## src/rtl/aggr_pkg.sv

```systemverilog
// ---------------------------------------------------------------------------
// aggr_pkg
//  Shared definitions for the aggregation datapath: accumulator width, the
//  drain FSM state encoding and a helper that derives a minimum-1 index width.
// ---------------------------------------------------------------------------
package aggr_pkg;

  // Default width of one accumulator register entry.
  localparam int ACC_WIDTH = 20;

  // Drain FSM encoding. DR_LOAD is kept in the encoding even though the
  // normal drain path goes straight from DR_IDLE to DR_SEND.
  typedef enum logic [1:0] {
    DR_IDLE = 2'd0,
    DR_LOAD = 2'd1,
    DR_SEND = 2'd2,
    DR_DONE = 2'd3
  } drain_state_t;

  // Index width for a bank of 'depth' entries, never less than one bit.
  function automatic int idx_width(input int depth);
    return ($clog2(depth) > 1) ? $clog2(depth) : 1;
  endfunction

endpackage

```

## src/rtl/register.sv

```systemverilog
// ---------------------------------------------------------------------------
// register
//  Generic load-enabled holding register with asynchronous active-low reset.
//  Ports:
//    clk     in   rising-edge clock
//    arst_n  in   asynchronous reset, active-low (clears q to zero)
//    we      in   load strobe; d is captured on the rising edge when high
//    d       in   WIDTH-bit data to load
//    q       out  WIDTH-bit registered value
// ---------------------------------------------------------------------------
module register #(
  parameter int WIDTH = 1
) (
  input  logic             clk,
  input  logic             arst_n,
  input  logic             we,
  input  logic [WIDTH-1:0] d,
  output logic [WIDTH-1:0] q
);

  logic [WIDTH-1:0] q_q;
  logic [WIDTH-1:0] q_d;

  always_comb begin
    q_d = q_q;
    if (we) begin
      q_d = d;
    end
  end

  always_ff @(posedge clk or negedge arst_n) begin
    if (!arst_n) begin
      q_q <= '0;
    end else begin
      q_q <= q_d;
    end
  end

  assign q = q_q;

endmodule

```

## src/rtl/reg_bank_drain.sv

```systemverilog
// ---------------------------------------------------------------------------
// reg_bank_drain
//  Read side of the accumulator register bank. A start pulse in IDLE streams
//  all DEPTH entries out in index order over a valid/ready interface, one beat
//  per cycle when the consumer is ready, then pulses done for one cycle.
//  Each entry is sampled from bank_q on the edge it is loaded into the output
//  holding register; later bank changes to that entry are not reflected.
//
//  Ports:
//    clk        in   rising-edge clock
//    arst_n     in   asynchronous reset, active-low
//    start      in   begin a drain (only honoured in IDLE)
//    bank_q     in   flattened bank, entry i at [i*WIDTH +: WIDTH]
//    rd_clr     out  per-entry clear strobe toward the bank
//    out_data   out  entry value
//    out_idx    out  entry index of out_data
//    out_last   out  high when out_idx == DEPTH-1
//    out_valid  out  out_* holds a valid beat
//    out_ready  in   consumer accepts when out_valid && out_ready
//    busy       out  high while a drain is streaming
//    done       out  one-cycle pulse after the last beat is accepted
//
//  Build option (macro CLEAR_ON_READ_EN):
//    defined   : rd_clr[i] is a combinational strobe asserted on the cycle
//                entry i is accepted, so the bank clears it on that edge.
//    undefined : rd_clr is tied low and drains leave the bank untouched.
// ---------------------------------------------------------------------------
module reg_bank_drain
  import aggr_pkg::*;
#(
  parameter int WIDTH = ACC_WIDTH,
  parameter int DEPTH = 8,
  parameter int IDX_W = idx_width(DEPTH)
) (
  input  logic                   clk,
  input  logic                   arst_n,
  input  logic                   start,
  input  logic [DEPTH*WIDTH-1:0] bank_q,
  output logic [DEPTH-1:0]       rd_clr,
  output logic [WIDTH-1:0]       out_data,
  output logic [IDX_W-1:0]       out_idx,
  output logic                   out_last,
  output logic                   out_valid,
  input  logic                   out_ready,
  output logic                   busy,
  output logic                   done
);

  localparam int               HOLD_W   = WIDTH + IDX_W + 1;
  localparam logic [IDX_W-1:0] LAST_IDX = IDX_W'(DEPTH - 1);

  // Unpacked view of the bank for the read mux.
  logic [WIDTH-1:0] bank_arr [DEPTH];

  generate
    for (genvar gi = 0; gi < DEPTH; gi++) begin : g_unpack
      assign bank_arr[gi] = bank_q[gi*WIDTH +: WIDTH];
    end
  endgenerate

  drain_state_t state_q, state_d;
  logic         valid_q, valid_d;
  logic         busy_q,  busy_d;
  logic         done_q,  done_d;

  logic             load_we;
  logic [IDX_W-1:0] load_idx;
  logic [WIDTH-1:0] load_data;
  logic [HOLD_W-1:0] hold_d;
  logic [HOLD_W-1:0] hold_q;

  logic [WIDTH-1:0] hold_data;
  logic [IDX_W-1:0] hold_idx;
  logic             hold_last;
  logic             accept;

  assign {hold_last, hold_idx, hold_data} = hold_q;
  assign accept = valid_q && out_ready;

  // Next-state / load control. The index counter lives in the holding
  // register itself: the next entry to load is always current index + 1,
  // and a new drain always restarts from entry 0.
  always_comb begin
    state_d  = state_q;
    valid_d  = valid_q;
    busy_d   = busy_q;
    done_d   = 1'b0;
    load_we  = 1'b0;
    load_idx = '0;
    case (state_q)
      DR_IDLE: begin
        if (start) begin
          load_we  = 1'b1;
          load_idx = '0;
          valid_d  = 1'b1;
          busy_d   = 1'b1;
          state_d  = DR_SEND;
        end
      end
      DR_LOAD: begin
        // Not entered by the normal drain flow; if ever reached it restarts
        // the stream cleanly from entry 0.
        load_we  = 1'b1;
        load_idx = '0;
        valid_d  = 1'b1;
        busy_d   = 1'b1;
        state_d  = DR_SEND;
      end
      DR_SEND: begin
        if (accept) begin
          if (hold_last) begin
            valid_d = 1'b0;
            busy_d  = 1'b0;
            done_d  = 1'b1;
            state_d = DR_DONE;
          end else begin
            // Reload on the accepting edge for one beat per cycle.
            load_we  = 1'b1;
            load_idx = hold_idx + 1'b1;
          end
        end
      end
      DR_DONE: begin
        state_d = DR_IDLE;
      end
      default: begin
        state_d = DR_IDLE;
        valid_d = 1'b0;
        busy_d  = 1'b0;
      end
    endcase
  end

  // Bank read mux; compare-based so any DEPTH (including 1) indexes safely.
  always_comb begin
    load_data = '0;
    for (int i = 0; i < DEPTH; i++) begin
      if (load_idx == IDX_W'(i)) begin
        load_data = bank_arr[i];
      end
    end
  end

  assign hold_d = {(load_idx == LAST_IDX), load_idx, load_data};

  always_ff @(posedge clk or negedge arst_n) begin
    if (!arst_n) begin
      state_q <= DR_IDLE;
      valid_q <= 1'b0;
      busy_q  <= 1'b0;
      done_q  <= 1'b0;
    end else begin
      state_q <= state_d;
      valid_q <= valid_d;
      busy_q  <= busy_d;
      done_q  <= done_d;
    end
  end

  // Output holding register: {last, idx, data}.
  register #(
    .WIDTH (HOLD_W)
  ) u_hold (
    .clk    (clk),
    .arst_n (arst_n),
    .we     (load_we),
    .d      (hold_d),
    .q      (hold_q)
  );

  assign out_data  = hold_data;
  assign out_idx   = hold_idx;
  assign out_last  = hold_last;
  assign out_valid = valid_q;
  assign busy      = busy_q;
  assign done      = done_q;

`ifdef CLEAR_ON_READ_EN
  generate
    for (genvar gi = 0; gi < DEPTH; gi++) begin : g_clr
      assign rd_clr[gi] = accept && (hold_idx == IDX_W'(gi));
    end
  endgenerate
`else
  assign rd_clr = '0;
`endif

endmodule

```

## config.mk

```make
export PLATFORM = sky130hd
export DESIGN_NAME = reg_bank_drain
export DESIGN_NICKNAME = d
export VERILOG_FILES = /design/src/rtl/aggr_pkg.sv /design/src/rtl/register.sv /design/src/rtl/reg_bank_drain.sv
export SDC_FILE = /design/constraint.sdc
export NUM_CORES = 1
export LEC_CHECK = 0
export BUFFER_PORTS_ARGS = -buffer_cell sky130_fd_sc_hd__buf_2
export CAP_MARGIN = 20
export CORE_ASPECT_RATIO = 1.5
export CORE_UTILIZATION = 35
export DETAILED_ROUTE_END_ITERATION = 8
export HOLD_SLACK_MARGIN = 0.15
export PLACE_DENSITY_LB_ADDON = 0.15
export REMOVE_ABC_BUFFERS = 1
export SLEW_MARGIN = 20
export SYNTH_ARGS = -nofsm -noshare
export SYNTH_HDL_FRONTEND = slang
export SYNTH_SLANG_ARGS = --single-unit
```

## constraint.sdc

```tcl
create_clock -name clk -period 3.5 [get_ports clk]
set_input_delay 0.7 -clock clk [delete_from_list [all_inputs] [get_ports clk]]
set_output_delay 0.7 -clock clk [all_outputs]
set_load 0.005 [all_outputs]
```

==> load_flow_metrics.sql <==
INSERT INTO impl_metrics (metric_group, metric, value, unit) VALUES
('clock_tree', 'post-cts-setup-buffers', '0', ''),
('clock_tree', 'ctsHtreeMaxLevel', '1', ''),
('global_routing', 'overflow', '0', ''),
('timing', 'timing.fmax', '0.393', 'GHz'),
('timing', 'rsz0062_at_grt', 'no', ''),
('power', 'power.static_leakage', '0.00169', 'uW'),
('timing', 'max_slew.worst_pin.slew', '1.05', 'ns'),
('die', 'boundaryPins', '199', ''),
('timing', 'slew_violations', '0', ''),
('yosys', 'netlist-cell-type-count', '37', ''),
('yosys', 'synth_enable_flop_cells', '0', ''),
('power', 'powerDensity', '950', 'nW/um^2'),
('die', 'die-area', '7750', 'um^2'),
('die', 'die_x', '72.2', 'um'),
('yosys', 'synth.yosys.seq_area_share', '0.271', ''),
('worst_setup_path', 'crit_path_max_cell_delay', '0.88', 'ns'),
('yosys', 'synth_area_per_cell', '7.42', 'um^2'),
('clock_tree', 'post_cts_hold_buffer_count', '0', ''),
('route', 'viasPerCell', '5.60', ''),
('global_routing', 'grt_pass1_wl', '15900', 'um'),
('yosys', 'synth_top_cells_by_area', 'sky130_fd_sc_hd__dfrtp_1 (27%), sky130_fd_sc_hd__a221oi_1 (11%), sky130_fd_sc_hd__o21ai_0 (7.0%)', ''),
('cells_and_area', 'final_core_util', '0.511', ''),
('route', 'routedWlPerCell', '17.3', 'um'),
('timing', 'hold_violations', '0', ''),
('worst_setup_path', 'worst_path_dominant_cell_family', 'simple AND/OR/NAND/NOR gates', ''),
('route', 'vias_after_detailed_routing', '3479', ''),
('status', 'run_status', 'finished with violations', ''),
('yosys', 'synth_top_cell_by_area', 'sky130_fd_sc_hd__dfrtp_1', ''),
('yosys', 'post_synth_instance_area', '2590', 'um^2'),
('place', 'placedInstanceArea', '3610', 'um^2'),
('worst_setup_path', 'critical_path.n_buffers_inverters', '0', ''),
('clock_tree', 'cts_inserted_buffers', '3', ''),
('route', 'wl', '10700', 'um'),
('clock_tree', 'tritoncts', 'yes', ''),
('worst_setup_path', 'arrival', '2.74', 'ns'),
('clock_tree', 'clock_latency', '0.29', 'ns'),
('worst_setup_path', 'worst_r2r_path_depth', '6', ''),
('route', 'detail_route.drc_violations', '1', ''),
('yosys', 'postSynth.topFlopCell', 'sky130_fd_sc_hd__dfrtp_1', ''),
('timing', 'hold_ws', '0.460', 'ns'),
('timing', 'fin_crit', '2.55', 'ns'),
('clock_tree', 'clock-sinks', '28', ''),
('die', 'initial_core_util', '0.361', ''),
('worst_setup_path', 'worstSetupStartpointType', 'flop', ''),
('yosys', 'yosysTopAreaCellShare', '0.271', ''),
('die', 'core_area', '7180', 'um^2'),
('place', 'quantity_of_i_o_buffers_inserted_on_ports', '190', ''),
('yosys', 'yosys_register_bits', '28', ''),
('worst_setup_path', 'crit_slowest_cell', 'sky130_fd_sc_hd__and2_1', ''),
('place', 'place.detailed.hpwl', '7860', 'um'),
('route', 'iter_0_drt_violations', '214', ''),
('power', 'power.ir.vdd_worst', '0.557', 'mV'),
('worst_setup_path', 'timing.critical_path.to_type', 'flop', ''),
('timing', 'final.setup.tns', '0', 'ns'),
('route', 'final_antenna_net_count', '0', ''),
('cells_and_area', 'area_growth', '41.6', '%'),
('global_routing', 'grt_antenna_before_repair', '2', ''),
('die', 'die_height', '107', 'um'),
('worst_setup_path', 'worstPathRequired', '3.70', 'ns'),
('clock_tree', 'cts.root.buffer_cell', 'sky130_fd_sc_hd__clkbuf_8', ''),
('status', 'failed_checks', 'design-rule violations', ''),
('global_routing', 'grt_pass1_vias', '3267', ''),
('route', 'detailedRoute.firstPassIterationCount', '7', ''),
('yosys', 'async_flop_share', '1.00', ''),
('worst_setup_path', 'timing.setup.critical_path_class', 'reg2reg', ''),
('place', 'gpl.final_weighted_congestion', '0.819', ''),
('die', 'row_count', '38', ''),
('worst_setup_path', 'critical_path.cell_chain', 'ha_1 > and2_1 > a221oi_1 > o21ai_0 > a31oi_1 > o22ai_1', ''),
('timing', 'fin_crit_sh', '0.727', ''),
('worst_setup_path', 'critical_path_depth', '6', ''),
('clock_tree', 'worst_setup_hold_path_clk_slew', '0.11', 'ns');
==> report_power, final <==
group / total (uW) / internal [uW] / leakage [uW] / switching, uW
Clock: 222 / 101 / 0.0000288 / 121
Combinational: 2670 / 1040 / 0.00134 / 1630
Sequential: 592 / 477 / 0.000320 / 115
Total: 3480 / 1620 / 0.00169 / 1860
==> metrics by stage <==
step           setup WS [ns]  power [uW]  cells
2_1_floorplan         -0.361        2300    313
3_3_place_gp           0.978        3210    615
3_5_place_dp           0.897        3260    615
4_1_cts                0.983        3480    619
5_1_grt                0.713        3810    621
6_report               0.954        3480    621
==> area by class of cell <==
cell class / instances / area, um^2
sequential: 28 / 701
multi-input combinational: 283 / 1730
fill: 768 / 3510
antenna: 2 / 5.00
timing repair buffer: 202 / 1040
inverter: 2 / 7.51
clock buffer: 4 / 55.1
tap: 100 / 125
==> placed cells by master, fill, tap and decap left out, types with 2 or more instances in the layout <==
master / instances
sky130_fd_sc_hd__nand3b_1: 2
sky130_fd_sc_hd__nand3_1: 33
sky130_fd_sc_hd__nand2b_1: 2
sky130_fd_sc_hd__o32ai_1: 2
sky130_fd_sc_hd__conb_1: 8
sky130_fd_sc_hd__o21ai_1: 14
sky130_fd_sc_hd__nor2_2: 2
sky130_fd_sc_hd__o22ai_1: 14
sky130_fd_sc_hd__a22oi_1: 2
sky130_fd_sc_hd__a21oi_1: 22
sky130_fd_sc_hd__a221oi_1: 34
sky130_fd_sc_hd__dfrtp_1: 28
sky130_fd_sc_hd__a21o_1: 5
sky130_fd_sc_hd__nor2_1: 27
sky130_fd_sc_hd__o21ai_0: 36
sky130_fd_sc_hd__buf_2: 190
sky130_fd_sc_hd__clkbuf_8: 4
sky130_fd_sc_hd__buf_4: 12
sky130_fd_sc_hd__nand2_1: 24
sky130_fd_sc_hd__diode_2: 2
sky130_fd_sc_hd__nor2b_1: 2
sky130_fd_sc_hd__a311oi_1: 3
sky130_fd_sc_hd__mux2i_1: 12
sky130_fd_sc_hd__a31oi_1: 15
sky130_fd_sc_hd__nor3_1: 7
sky130_fd_sc_hd__o211ai_1: 4
sky130_fd_sc_hd__and2_1: 3
==> cell families after synthesis <==
kind of cell             after synthesis  share of synthesized area
flip-flops                            28                      0.271
XOR/XNOR                               2                    0.00966
adder cells (fa/ha/maj)                1                    0.00483
AO/OA/AOI/OAI                        152                      0.375
other                                  1                    0.00145
buffers and inverters                 45                     0.0845
AND/OR/NAND/NOR                      107                      0.199
multiplexers                          13                     0.0551
==> worst paths after layout <==
path / from / endpoint / slack (ns)
min reg2reg: u_hold.q[21] / u_hold.q[21] / 0.52
max in group asynchronous: arst_n / u_hold.q[12] / 2.57
max: u_hold.q[21] / u_hold.q[7] / 0.95
max reg2reg: u_hold.q[21] / u_hold.q[7] / 0.95
min in group clk: u_hold.q[21] / u_hold.q[21] / 0.52
min: arst_n / u_hold.q[0] / 0.46
==> state kept, by name, indices dropped and copies added (netlist names) <==
register	cells
u_hold.q	24
state_q	2
busy	1
done	1
==> metal layers <==
layer | share of wire | vias to the layer above | global-route usage
met5 | 0 | - | 0
met4 | 0.020 | 0 | 0.0980
met3 | 0.074 | 16 | 0.0262
met2 | 0.53 | 194 | 0.497
met1 | 0.38 | 1600 | 0.300
li1 | - | 1669 | -
Power figures use the tool's default switching activity.
